--- src/rtl/seq_restoring_divider_pkg.sv ---
// Shared types and constants for the sequential restoring divider.
//   state_t      : divider FSM states (IDLE, CALC, DONE)
//   DIV_WIDTH    : default operand width
//   DBZ_QUOTIENT : quotient reported on divide-by-zero (all ones, truncated to width)
package seq_restoring_divider_pkg;

   localparam int unsigned DIV_WIDTH = 4;

   typedef enum logic [1:0] {
      IDLE = 2'd0,
      CALC = 2'd1,
      DONE = 2'd2
   } state_t;

   // Wide all-ones constant; users truncate it to their operand width.
   localparam logic [63:0] DBZ_QUOTIENT = '1;

endpackage

--- src/rtl/seq_restoring_divider_trial_subtractor.sv ---
// Ripple trial subtractor computing a - b as a + ~b + 1 over N bits.
//   a, b   : N-bit operands (callers zero-extend by one bit)
//   diff   : low N-1 bits of the difference
//   borrow : MSB of the N-bit difference (1 when a < b for zero-extended inputs)
module trial_subtractor #(
   parameter int unsigned N = 5
) (
   input  logic [N-1:0] a,
   input  logic [N-1:0] b,
   output logic [N-2:0] diff,
   output logic         borrow
);

   logic [N-1:0] nb;
   logic [N-1:0] carry;
   logic [N-1:0] sum;

   assign nb       = ~b;
   assign carry[0] = 1'b1;

   // Full-adder cells chained on the carry.
   for (genvar i = 0; i < N - 1; i++) begin : g_fa
      assign carry[i+1] = (a[i] & nb[i]) | (a[i] & carry[i]) | (nb[i] & carry[i]);
   end

   assign sum    = a ^ nb ^ carry;
   assign diff   = sum[N-2:0];
   assign borrow = sum[N-1];

endmodule

--- src/rtl/seq_restoring_divider.sv ---
// Multi-cycle unsigned restoring divider, one quotient bit per clock.
//   clk, rst_n          : clock, asynchronous active-low reset
//   start               : request pulse, accepted in IDLE or DONE
//   dividend, divisor   : operands, sampled when start is accepted
//   busy                : high while in CALC
//   done                : one-cycle pulse with valid result
//   quotient, remainder : result, held until the next completion
//   div_by_zero         : result flag for a zero divisor, held with the result
module seq_restoring_divider
   import seq_restoring_divider_pkg::*;
#(
   parameter int unsigned WIDTH = DIV_WIDTH
) (
   input  logic             clk,
   input  logic             rst_n,
   input  logic             start,
   input  logic [WIDTH-1:0] dividend,
   input  logic [WIDTH-1:0] divisor,
   output logic             busy,
   output logic             done,
   output logic [WIDTH-1:0] quotient,
   output logic [WIDTH-1:0] remainder,
   output logic             div_by_zero
);

   localparam int unsigned CW = (WIDTH > 1) ? $clog2(WIDTH) : 1;

   state_t           state, state_n;
   logic [WIDTH-1:0] rem_work, rem_n;
   logic [WIDTH-1:0] quo_work, quo_n;
   logic [WIDTH-1:0] divisor_q, divisor_n;
   logic [CW-1:0]    count, count_n;
   logic [WIDTH-1:0] quotient_n, remainder_n;
   logic             busy_n, done_n, dbz_n;

   logic [2*WIDTH-1:0] shifted;
   logic [WIDTH-1:0]   rem_sh, quo_sh;
   logic [WIDTH-1:0]   trial_diff;
   logic               trial_borrow;
   logic [WIDTH-1:0]   step_rem, step_quo;
   logic               accept;

   // One restoring step: shift, trial subtract, keep or restore.
   assign shifted = {rem_work, quo_work} << 1;
   assign rem_sh  = shifted[2*WIDTH-1:WIDTH];
   assign quo_sh  = shifted[WIDTH-1:0];

   trial_subtractor #(.N(WIDTH + 1)) u_trial (
      .a      ({1'b0, rem_sh}),
      .b      ({1'b0, divisor_q}),
      .diff   (trial_diff),
      .borrow (trial_borrow)
   );

   assign step_rem = trial_borrow ? rem_sh : trial_diff;
   assign step_quo = {quo_sh[WIDTH-1:1], ~trial_borrow};

   // State and output registers.
   always_ff @(posedge clk or negedge rst_n) begin
      if (!rst_n) begin
         state       <= IDLE;
         rem_work    <= '0;
         quo_work    <= '0;
         divisor_q   <= '0;
         count       <= '0;
         quotient    <= '0;
         remainder   <= '0;
         div_by_zero <= 1'b0;
         busy        <= 1'b0;
         done        <= 1'b0;
      end else begin
         state       <= state_n;
         rem_work    <= rem_n;
         quo_work    <= quo_n;
         divisor_q   <= divisor_n;
         count       <= count_n;
         quotient    <= quotient_n;
         remainder   <= remainder_n;
         div_by_zero <= dbz_n;
         busy        <= busy_n;
         done        <= done_n;
      end
   end

   // Next-state and next-output decode.
   always_comb begin
      state_n     = state;
      rem_n       = rem_work;
      quo_n       = quo_work;
      divisor_n   = divisor_q;
      count_n     = count;
      quotient_n  = quotient;
      remainder_n = remainder;
      dbz_n       = div_by_zero;
      busy_n      = 1'b0;
      done_n      = 1'b0;
      accept      = 1'b0;

      case (state)
         IDLE: accept = start;
         CALC: begin
            rem_n   = step_rem;
            quo_n   = step_quo;
            count_n = count + CW'(1);
            if (count == CW'(WIDTH - 1)) begin
               state_n     = DONE;
               done_n      = 1'b1;
               quotient_n  = step_quo;
               remainder_n = step_rem;
               dbz_n       = 1'b0;
            end else begin
               busy_n = 1'b1;
            end
         end
         DONE: begin
            state_n = IDLE;
            accept  = start;
         end
         default: state_n = IDLE;
      endcase

      // Accepting a start in DONE chains straight into the next operation.
      if (accept) begin
         if (divisor != '0) begin
            state_n   = CALC;
            busy_n    = 1'b1;
            rem_n     = '0;
            quo_n     = dividend;
            divisor_n = divisor;
            count_n   = '0;
         end else begin
            state_n     = DONE;
            done_n      = 1'b1;
            quotient_n  = WIDTH'(DBZ_QUOTIENT);
            remainder_n = dividend;
            dbz_n       = 1'b1;
         end
      end
   end

endmodule

--- config.mk ---
export PLATFORM = sky130hd
export DESIGN_NAME = seq_restoring_divider
export DESIGN_NICKNAME = d
export VERILOG_FILES = /design/src/rtl/seq_restoring_divider_pkg.sv /design/src/rtl/seq_restoring_divider_trial_subtractor.sv /design/src/rtl/seq_restoring_divider.sv
export SDC_FILE = /design/constraint.sdc
export NUM_CORES = 1
export LEC_CHECK = 0
export CORE_ASPECT_RATIO = 2
export CORE_MARGIN = 4
export CORE_UTILIZATION = 46
export CTS_CLUSTER_DIAMETER = 50
export DETAILED_ROUTE_END_ITERATION = 10
export GPL_TIMING_DRIVEN = 0
export MAX_ROUTING_LAYER = met4
export PLACE_DENSITY_LB_ADDON = 0.05
export SYNTH_ARGS = -nofsm -noshare
export SYNTH_HDL_FRONTEND = slang
export SYNTH_SLANG_ARGS = --single-unit
--- constraint.sdc ---
create_clock -name clk -period 2.3 [get_ports clk]
set_input_delay 0.345 -clock clk [delete_from_list [all_inputs] [get_ports clk]]
set_output_delay 0.345 -clock clk [all_outputs]
set_load 0.02 [all_outputs]
Word-level counts from Yosys, hierarchy flattened
Index checks and enable logic that the tools add are counted.
{"block": "op_classes", "addsub": 1, "n_eq_ne": 5, "mux": 35, "bitwise_logic": 22, "reduce_logical": 5}
{"cell": "4-bit 2-to-1 mux", "count": 15}
{"cell": "1-bit 2-to-1 mux", "count": 13}
{"cell": "2-bit 2-to-1 mux", "count": 6}
{"cell": "1-bit AND", "count": 10}
{"cell": "1-bit bitwise OR", "count": 8}
{"cell": "4-bit inverter with 5-bit output", "count": 1}
{"cell": "4-bit by 5-bit bitwise XOR with 5-bit output", "count": 1}
{"cell": "5-bit bitwise XOR", "count": 1}
{"cell": "2-bit == test (second input constant)", "count": 2}
{"cell": "2-bit one-hot mux with 2 select lines", "count": 1}
{"cell": "2-bit AND reduction", "count": 2}
{"cell": "4-bit nonzero test", "count": 1}
{"cell": "3-bit inequality test (second input constant)", "count": 1}
{"cell": "2-bit by 1-bit adder with 2-bit output (second input constant)", "count": 1}
{"cell": "2-bit by 1-bit == test with 1-bit output (second input constant)", "count": 1}
{"cell": "2-bit zero test", "count": 1}
{"cell": "2-bit inequality test (second input constant)", "count": 1}
{"cell": "2-bit OR reduction", "count": 1}
{"cell": "1-bit inverter", "count": 1}
{"block": "word_totals", "regBits": 27, "input_bits": 11}

Logic depth before layout (Yosys ltp)
{"block": "depth", "word_depth": 19, "ltp_mapped": 11, "mapped_depth_nobuf": 10}

Modules after synthesis
Synthesis repeated with hierarchy kept, for this count alone.
{"block": "hier_totals", "cells_unflattened": 110, "hier_area_um2": 1346.3}
{"mod": "seq_restoring_divider", "n_inst": 1, "cells_each": 97, "area_each_um2": 1219.9, "seq_area_each_um2": 650.6}
{"mod": "trial_subtractor", "n_inst": 1, "cells_each": 13, "area_each_um2": 126.4, "seq_area_each_um2": 0.0}

Worst setup path after synthesis
No wires, ideal clock.
{"block": "synth_path", "path_type": "register to register", "from": "reg quo_work[3]", "to": "reg remainder[2]", "setup_time_ps": 125, "arrival_time_ps": 2337, "required_ps": 2175, "setup_slack_ps": -162, "stages_incl_launch_ff": 12, "path_cell_list": "dfrtp_1 -> inv_1 -> ha_1 -> inv_1 -> fa_1 -> fa_1 -> inv_1 -> fa_1 -> clkbuf_1 -> mux2i_1 -> mux2i_1 -> mux2_4"}
{"block": "synth_via", "elab_chain_len": 18}
{"item": "from (decl)", "line_no": "seq_restoring_divider.sv:30", "source": "logic [WIDTH-1:0] quo_work, quo_n;"}
{"item": "from (signal assigned)", "line_no": "seq_restoring_divider.sv:74", "source": "quo_work <= quo_n;"}
{"item": "1-bit AND", "line_no": "seq_restoring_divider_trial_subtractor.sv:23", "source": "assign carry[i+1] = (a[i] & nb[i]) | (a[i] & carry[i]) | (nb[i] & carry[i]);"}
{"item": "1-bit bitwise OR * (2 in a row)", "line_no": "seq_restoring_divider_trial_subtractor.sv:23"}
{"item": "1-bit AND", "line_no": "seq_restoring_divider_trial_subtractor.sv:23"}
{"item": "1-bit bitwise OR", "line_no": "seq_restoring_divider_trial_subtractor.sv:23"}
{"item": "1-bit bitwise OR *", "line_no": "seq_restoring_divider_trial_subtractor.sv:23"}
{"item": "1-bit AND", "line_no": "seq_restoring_divider_trial_subtractor.sv:23"}
{"item": "1-bit bitwise OR (2 in a row)", "line_no": "seq_restoring_divider_trial_subtractor.sv:23"}
{"item": "1-bit AND", "line_no": "seq_restoring_divider_trial_subtractor.sv:23"}
{"item": "1-bit bitwise OR (2 in a row)", "line_no": "seq_restoring_divider_trial_subtractor.sv:23"}
{"item": "5-bit bitwise XOR *", "line_no": "seq_restoring_divider_trial_subtractor.sv:26", "source": "assign sum = a ^ nb ^ carry;"}
{"item": "4-bit 2-to-1 mux *", "line_no": "seq_restoring_divider.sv:55", "source": "assign step_rem = trial_borrow ? rem_sh : trial_diff;"}
{"item": "4-bit 2-to-1 mux *", "line_no": "seq_restoring_divider.sv:105", "source": "if (count == CW'(WIDTH - 1)) begin"}
{"item": "4-bit 2-to-1 mux *", "line_no": "seq_restoring_divider.sv:99", "source": "case (state)"}
{"item": "4-bit 2-to-1 mux", "line_no": "seq_restoring_divider.sv:124", "source": "if (divisor != '0) begin"}
{"item": "4-bit 2-to-1 mux *", "line_no": "seq_restoring_divider.sv:123", "source": "if (accept) begin"}
{"item": "via remainder_n[2]", "line_no": "seq_restoring_divider.sv:33", "source": "logic [WIDTH-1:0] quotient_n, remainder_n;"}
{"item": "to (signal assigned)", "line_no": "seq_restoring_divider.sv:78", "source": "remainder <= remainder_n;"}
{"item": "to (decl)", "line_no": "seq_restoring_divider.sv:22", "source": "output logic [WIDTH-1:0] remainder,"}
Mark *: on every way through the listed nets, which the timed path passes. The rest lies on a longest branch.
A chain may end at the register's enable or synchronous reset.

Worst setup path in the final report
{"block": "layout_path", "from": "reg quo_work[3]", "to": "reg remainder[3]"}
{"block": "layout_via", "elab_chain_len": 18}
{"item": "1-bit AND", "line_no": "seq_restoring_divider_trial_subtractor.sv:23"}
{"item": "1-bit bitwise OR * (2 in a row)", "line_no": "seq_restoring_divider_trial_subtractor.sv:23"}
{"item": "1-bit AND", "line_no": "seq_restoring_divider_trial_subtractor.sv:23"}
{"item": "1-bit bitwise OR", "line_no": "seq_restoring_divider_trial_subtractor.sv:23"}
{"item": "1-bit bitwise OR *", "line_no": "seq_restoring_divider_trial_subtractor.sv:23"}
{"item": "1-bit AND", "line_no": "seq_restoring_divider_trial_subtractor.sv:23"}
{"item": "1-bit bitwise OR", "line_no": "seq_restoring_divider_trial_subtractor.sv:23"}
{"item": "1-bit bitwise OR *", "line_no": "seq_restoring_divider_trial_subtractor.sv:23"}
{"item": "1-bit AND", "line_no": "seq_restoring_divider_trial_subtractor.sv:23"}
{"item": "1-bit bitwise OR (2 in a row)", "line_no": "seq_restoring_divider_trial_subtractor.sv:23"}
{"item": "5-bit bitwise XOR *", "line_no": "seq_restoring_divider_trial_subtractor.sv:26"}
{"item": "4-bit 2-to-1 mux *", "line_no": "seq_restoring_divider.sv:55"}
{"item": "4-bit 2-to-1 mux *", "line_no": "seq_restoring_divider.sv:105"}
{"item": "4-bit 2-to-1 mux *", "line_no": "seq_restoring_divider.sv:99"}
{"item": "4-bit 2-to-1 mux", "line_no": "seq_restoring_divider.sv:124"}
{"item": "4-bit 2-to-1 mux *", "line_no": "seq_restoring_divider.sv:123"}
{"item": "via remainder_n[3]", "line_no": "seq_restoring_divider.sv:33"}
Marked as above.

==> flow_summary_export.csv <==
group,metric,value,unit
outcome,run_status,"complete, but fails checks",
outcome,violations,"negative setup slack",
synth,dominant_combinational_cell_family_by_area_after_synthesis,"simple AND/OR/NAND/NOR gates",
grt,initial_antenna_violation_count,0,
route,drt-total-wl,2.728,mm
sta,setup_viols_final,5,
clock_network,tritoncts,"done",
job,drv_cap,0,
synth,async_reset_ff_share,100.0,%
hold_path,hold_path.class,"reg2reg",
placement,dpl.cell_count,164,
floorplanning,boundaryPins,22,
clock_network,worstSkewPairLatency,0.27,ns
synth,ys_types,29,
sta,worst_slew_pin_slew,1.187,ns
grt,globalRoute.totalOverflow,0,
floorplanning,floorplan.die.height,82.42,um
setup_path,regToRegStartpoint,"quo_work[3]$_DFF_PN0_",
synth,synth_commonest_cells,"sky130_fd_sc_hd__dfrtp_1 (26), sky130_fd_sc_hd__nand2_1 (14), sky130_fd_sc_hd__inv_1 (9), sky130_fd_sc_hd__mux2i_1 (8), sky130_fd_sc_hd__nand3_1 (8)",
clock_network,clk_pin_slew_worst_paths,0.09,ns
hold_path,worstHoldStart,"div_by_zero$_DFF_PN0_",
placement,placed_wire_length_estimate,2.038,mm
floorplanning,row_count,26,
cells_and_area,final-instance-count-excl-fill,173,
clock_network,cts_made_buffers,3,
synth,yosys.area.top_type_share,51.08,%
synth,synth.mux.area_fraction,12.77,%
placement,detailed_place.area,1536,um^2
clock_network,cts_root_buffer,"sky130_fd_sc_hd__clkbuf_8",
power,total_leakage_power,0.7643,nW
power,power_share_of_the_clock_group,10.5,%
synth,synthCells,115,
power,worst_voltage_drop_across_the_vdd_grid,0.8856,mV
power,power_density,1668,nW/um^2
floorplanning,initial_core_utilization,48.94,%
clock_network,cts.htree.levels,1,
sta,slew_violations,0,
cells_and_area,final_design_area_no_fill,1680,um^2
setup_path,r2r_cells,10,
clock_network,cts_hold_buf,0,
sta,slew_headroom,20.64,%
setup_path,endpoint,"remainder[3]$_DFF_PN0_",
setup_path,worst-endpoint-arrival,2.63,ns
synth,synthTopCellsByArea,"sky130_fd_sc_hd__dfrtp_1 (51%), sky130_fd_sc_hd__mux2i_1 (6.3%), sky130_fd_sc_hd__mux2_2 (5.3%)",
synth,yosysSeqAreaShare,51.08,%
cells_and_area,layout-drive-gt1-share,22.07,%
sta,period_needed,2.440,ns
setup_path,worst_ep_required_time,2.49,ns
sta,min_period_over_period,106.1,%
power,p_int,1.744,mW
floorplanning,die_width,45.21,um
setup_path,critPathCaptureType,"register",
synth,edff_count_synth,0,
synth,synth_top_area_cell,"sky130_fd_sc_hd__dfrtp_1",
setup_path,reg2reg_end,"remainder[3]$_DFF_PN0_",
clock_network,clk_path_buf_depth,2,
cells_and_area,flow.area_growth_from_synthesis,31.93,%
synth,synth-simple-area-share,16.21,%
synth,synth_compound_area_share,6.974,%
route,detail_route_antenna_nets,0,
power,switchingPower,1.059,mW
synth,syn-mean-instance-area,11.08,um^2
route,dr.first_iter.drc_count,23,
setup_path,ff2ff_setup_slack,-0.14,ns
placement,portBuffers,21,
grt,maximum_number_of_pins_on_one_net_before_global_route_repair,27,
synth,synth-adder-area-share,6.680,%
setup_path,critical_path_peak_fanout,2,
grt,wire_length_of_the_first_global_routing_pass,4.464,mm
clock_network,clkSinkCount,26,
power,seq_power_share,29.5,%
sta,post-route-worst-setup-slack,-0.1400,ns
synth,synth.cell_area,1274,um^2
setup_path,timing_worst_setup_path_type,"reg2reg",
route,vias,952,
sta,final.setup_skew,0.003761,ns
floorplanning,design.core.area,2603,um^2
synth,synthXorXnorAreaFrac,0.6876,%
synth,synth_ff_type,"sky130_fd_sc_hd__dfrtp_1",
synth,synth_fp_nets,131,
sta,report.final.hold_viol_count,0,
route,avg_wl_per_cell,15.77,um
route,vias_per_cell,5.503,
route,drtPass1Iterations,3,
grt,grt_pass1_vias,988,
sta,fin_setup_tns,-0.5022,ns
setup_path,startpoint_of_the_most_critical_setup_path,"quo_work[3]$_DFF_PN0_",
power,switching_share,37.78,%
floorplanning,floorplan.die_area,3726,um^2
grt,grt_use_total,16.63,%
setup_path,worst_setup_path_start_kind,"register",
cells_and_area,layout.filler_cells,226,
route,drc_errors,0,
sta,rsz_0062_raised_after_global_routing,"yes",
sta,max_freq,409.8,MHz
placement,gp_congestion,0.8656,
power,combinationalPowerShare,59.9,%
cells_and_area,nets,162,
placement,dpl_ws,-0.2233,ns
cells_and_area,antenna_cells,0,
synth,synthesis.yosys.warnings,0,
synth,ys_ff_latch,26,
synth,top_count_cell_post_synth,"sky130_fd_sc_hd__dfrtp_1",
==> metrics by stage <==
| step | util, % | power (mW) | hold WS [ns] |
|---|---|---|---|
| floorplan | - | 1.698 | 0.04941 |
| global placement | 59.04 | 2.050 | 0.4601 |
| detailed placement | 59.04 | 2.124 | 0.4671 |
| CTS | 62.93 | 2.636 | 0.4894 |
| global route | 64.57 | 3.017 | 0.5283 |
| finish | 64.57 | 2.803 | 0.4839 |
==> cell usage in the layout, fill, tap and decap left out, drive strengths merged, types with 2 or more instances in the layout <==
cell type and n:
dfrtp 26, clkdlybuf4s50 21, nand2 14, inv 9, buf 9, nand3 8, mux2i 8, mux2 7
clkbuf 6, nor2 4, nand2b 4, nor2b 3, o21ai 3, fa 3, o211ai 2, nor3 2
a31oi 2, o22ai 2, ha 2, a211oi 2, a21oi 2
==> cell families after synthesis <==
family	Yosys count
AND/OR/NAND/NOR	39
flip-flops	26
buffers and inverters	15
multiplexers	15
AO/OA/AOI/OAI	14
adder cells (fa/ha/maj)	5
XOR/XNOR	1
==> final cells by class <==
class | instances | area [um^2] | share of cell area [%]
plain buffers | 6 | 48.80 | 2.904
inverters | 9 | 33.78 | 2.010
repair buffers | 26 | 251.5 | 14.97
flip-flops and latches | 26 | 650.6 | 38.72
well taps | 28 | 35.03 | 2.085
multi-input cells | 74 | 605.6 | 36.04
clock buffers | 4 | 55.05 | 3.276
==> state kept, by name, summed over array words and instances (netlist names) <==
| name | cells |
|---|---|
| quo_work | 4 |
| remainder | 4 |
| rem_work | 3 |
| count | 2 |
| busy | 1 |
| state | 2 |
| div_by_zero | 1 |
| divisor_q | 4 |
| quotient | 4 |
| done | 1 |
==> timing repair <==
action	in CTS	in global routing
setup endpoints to repair	5	7
buffers inserted	3	2
pin swaps	1	4
gates resized for setup	5	6
==> worst max-delay path, stage by stage, from the launching register on <==
cell                      delay (ns)
sky130_fd_sc_hd__dfrtp_1        0.41
sky130_fd_sc_hd__inv_1          0.06
sky130_fd_sc_hd__ha_1           0.15
sky130_fd_sc_hd__inv_1          0.05
sky130_fd_sc_hd__fa_2           0.35
sky130_fd_sc_hd__fa_2           0.34
sky130_fd_sc_hd__inv_2          0.06
sky130_fd_sc_hd__fa_2           0.42
sky130_fd_sc_hd__nor2b_1        0.14
sky130_fd_sc_hd__a211o_1        0.22
sky130_fd_sc_hd__a31oi_1        0.16
==> how the worst min path moves through the flow <==
stage                                        to  slack (ns)  depth (start not counted)
after global placement    div_by_zero$_DFF_PN0_        0.46                          2
after CTS                 div_by_zero$_DFF_PN0_        0.49                          2
after floorplan                  busy$_DFF_PN0_        0.05                          0
after detailed placement  div_by_zero$_DFF_PN0_        0.47                          2
after global routing      div_by_zero$_DFF_PN0_        0.53                          2
final                     div_by_zero$_DFF_PN0_        0.48                          2
==> metal layers <==
metal,track usage (%),up-vias,wire (um)
met3,2.169,7,140
met5,-,-,0
met1,18.51,468,1060
li1,-,450,-
met4,6.158,0,55
met2,29.26,27,1471
==> power groups by stage <==
stage | sequential (mW) | clock (mW) | combinational [mW]
after floorplan | 0.918 | 0 | 0.780
after detailed placement | 0.833 | 0 | 1.29
after global routing | 0.857 | 0.320 | 1.84
after global placement | 0.819 | 0 | 1.23
final | 0.827 | 0.295 | 1.68
after CTS | 0.826 | 0.301 | 1.51
Note: power is estimated with default switching activity, not from simulation.
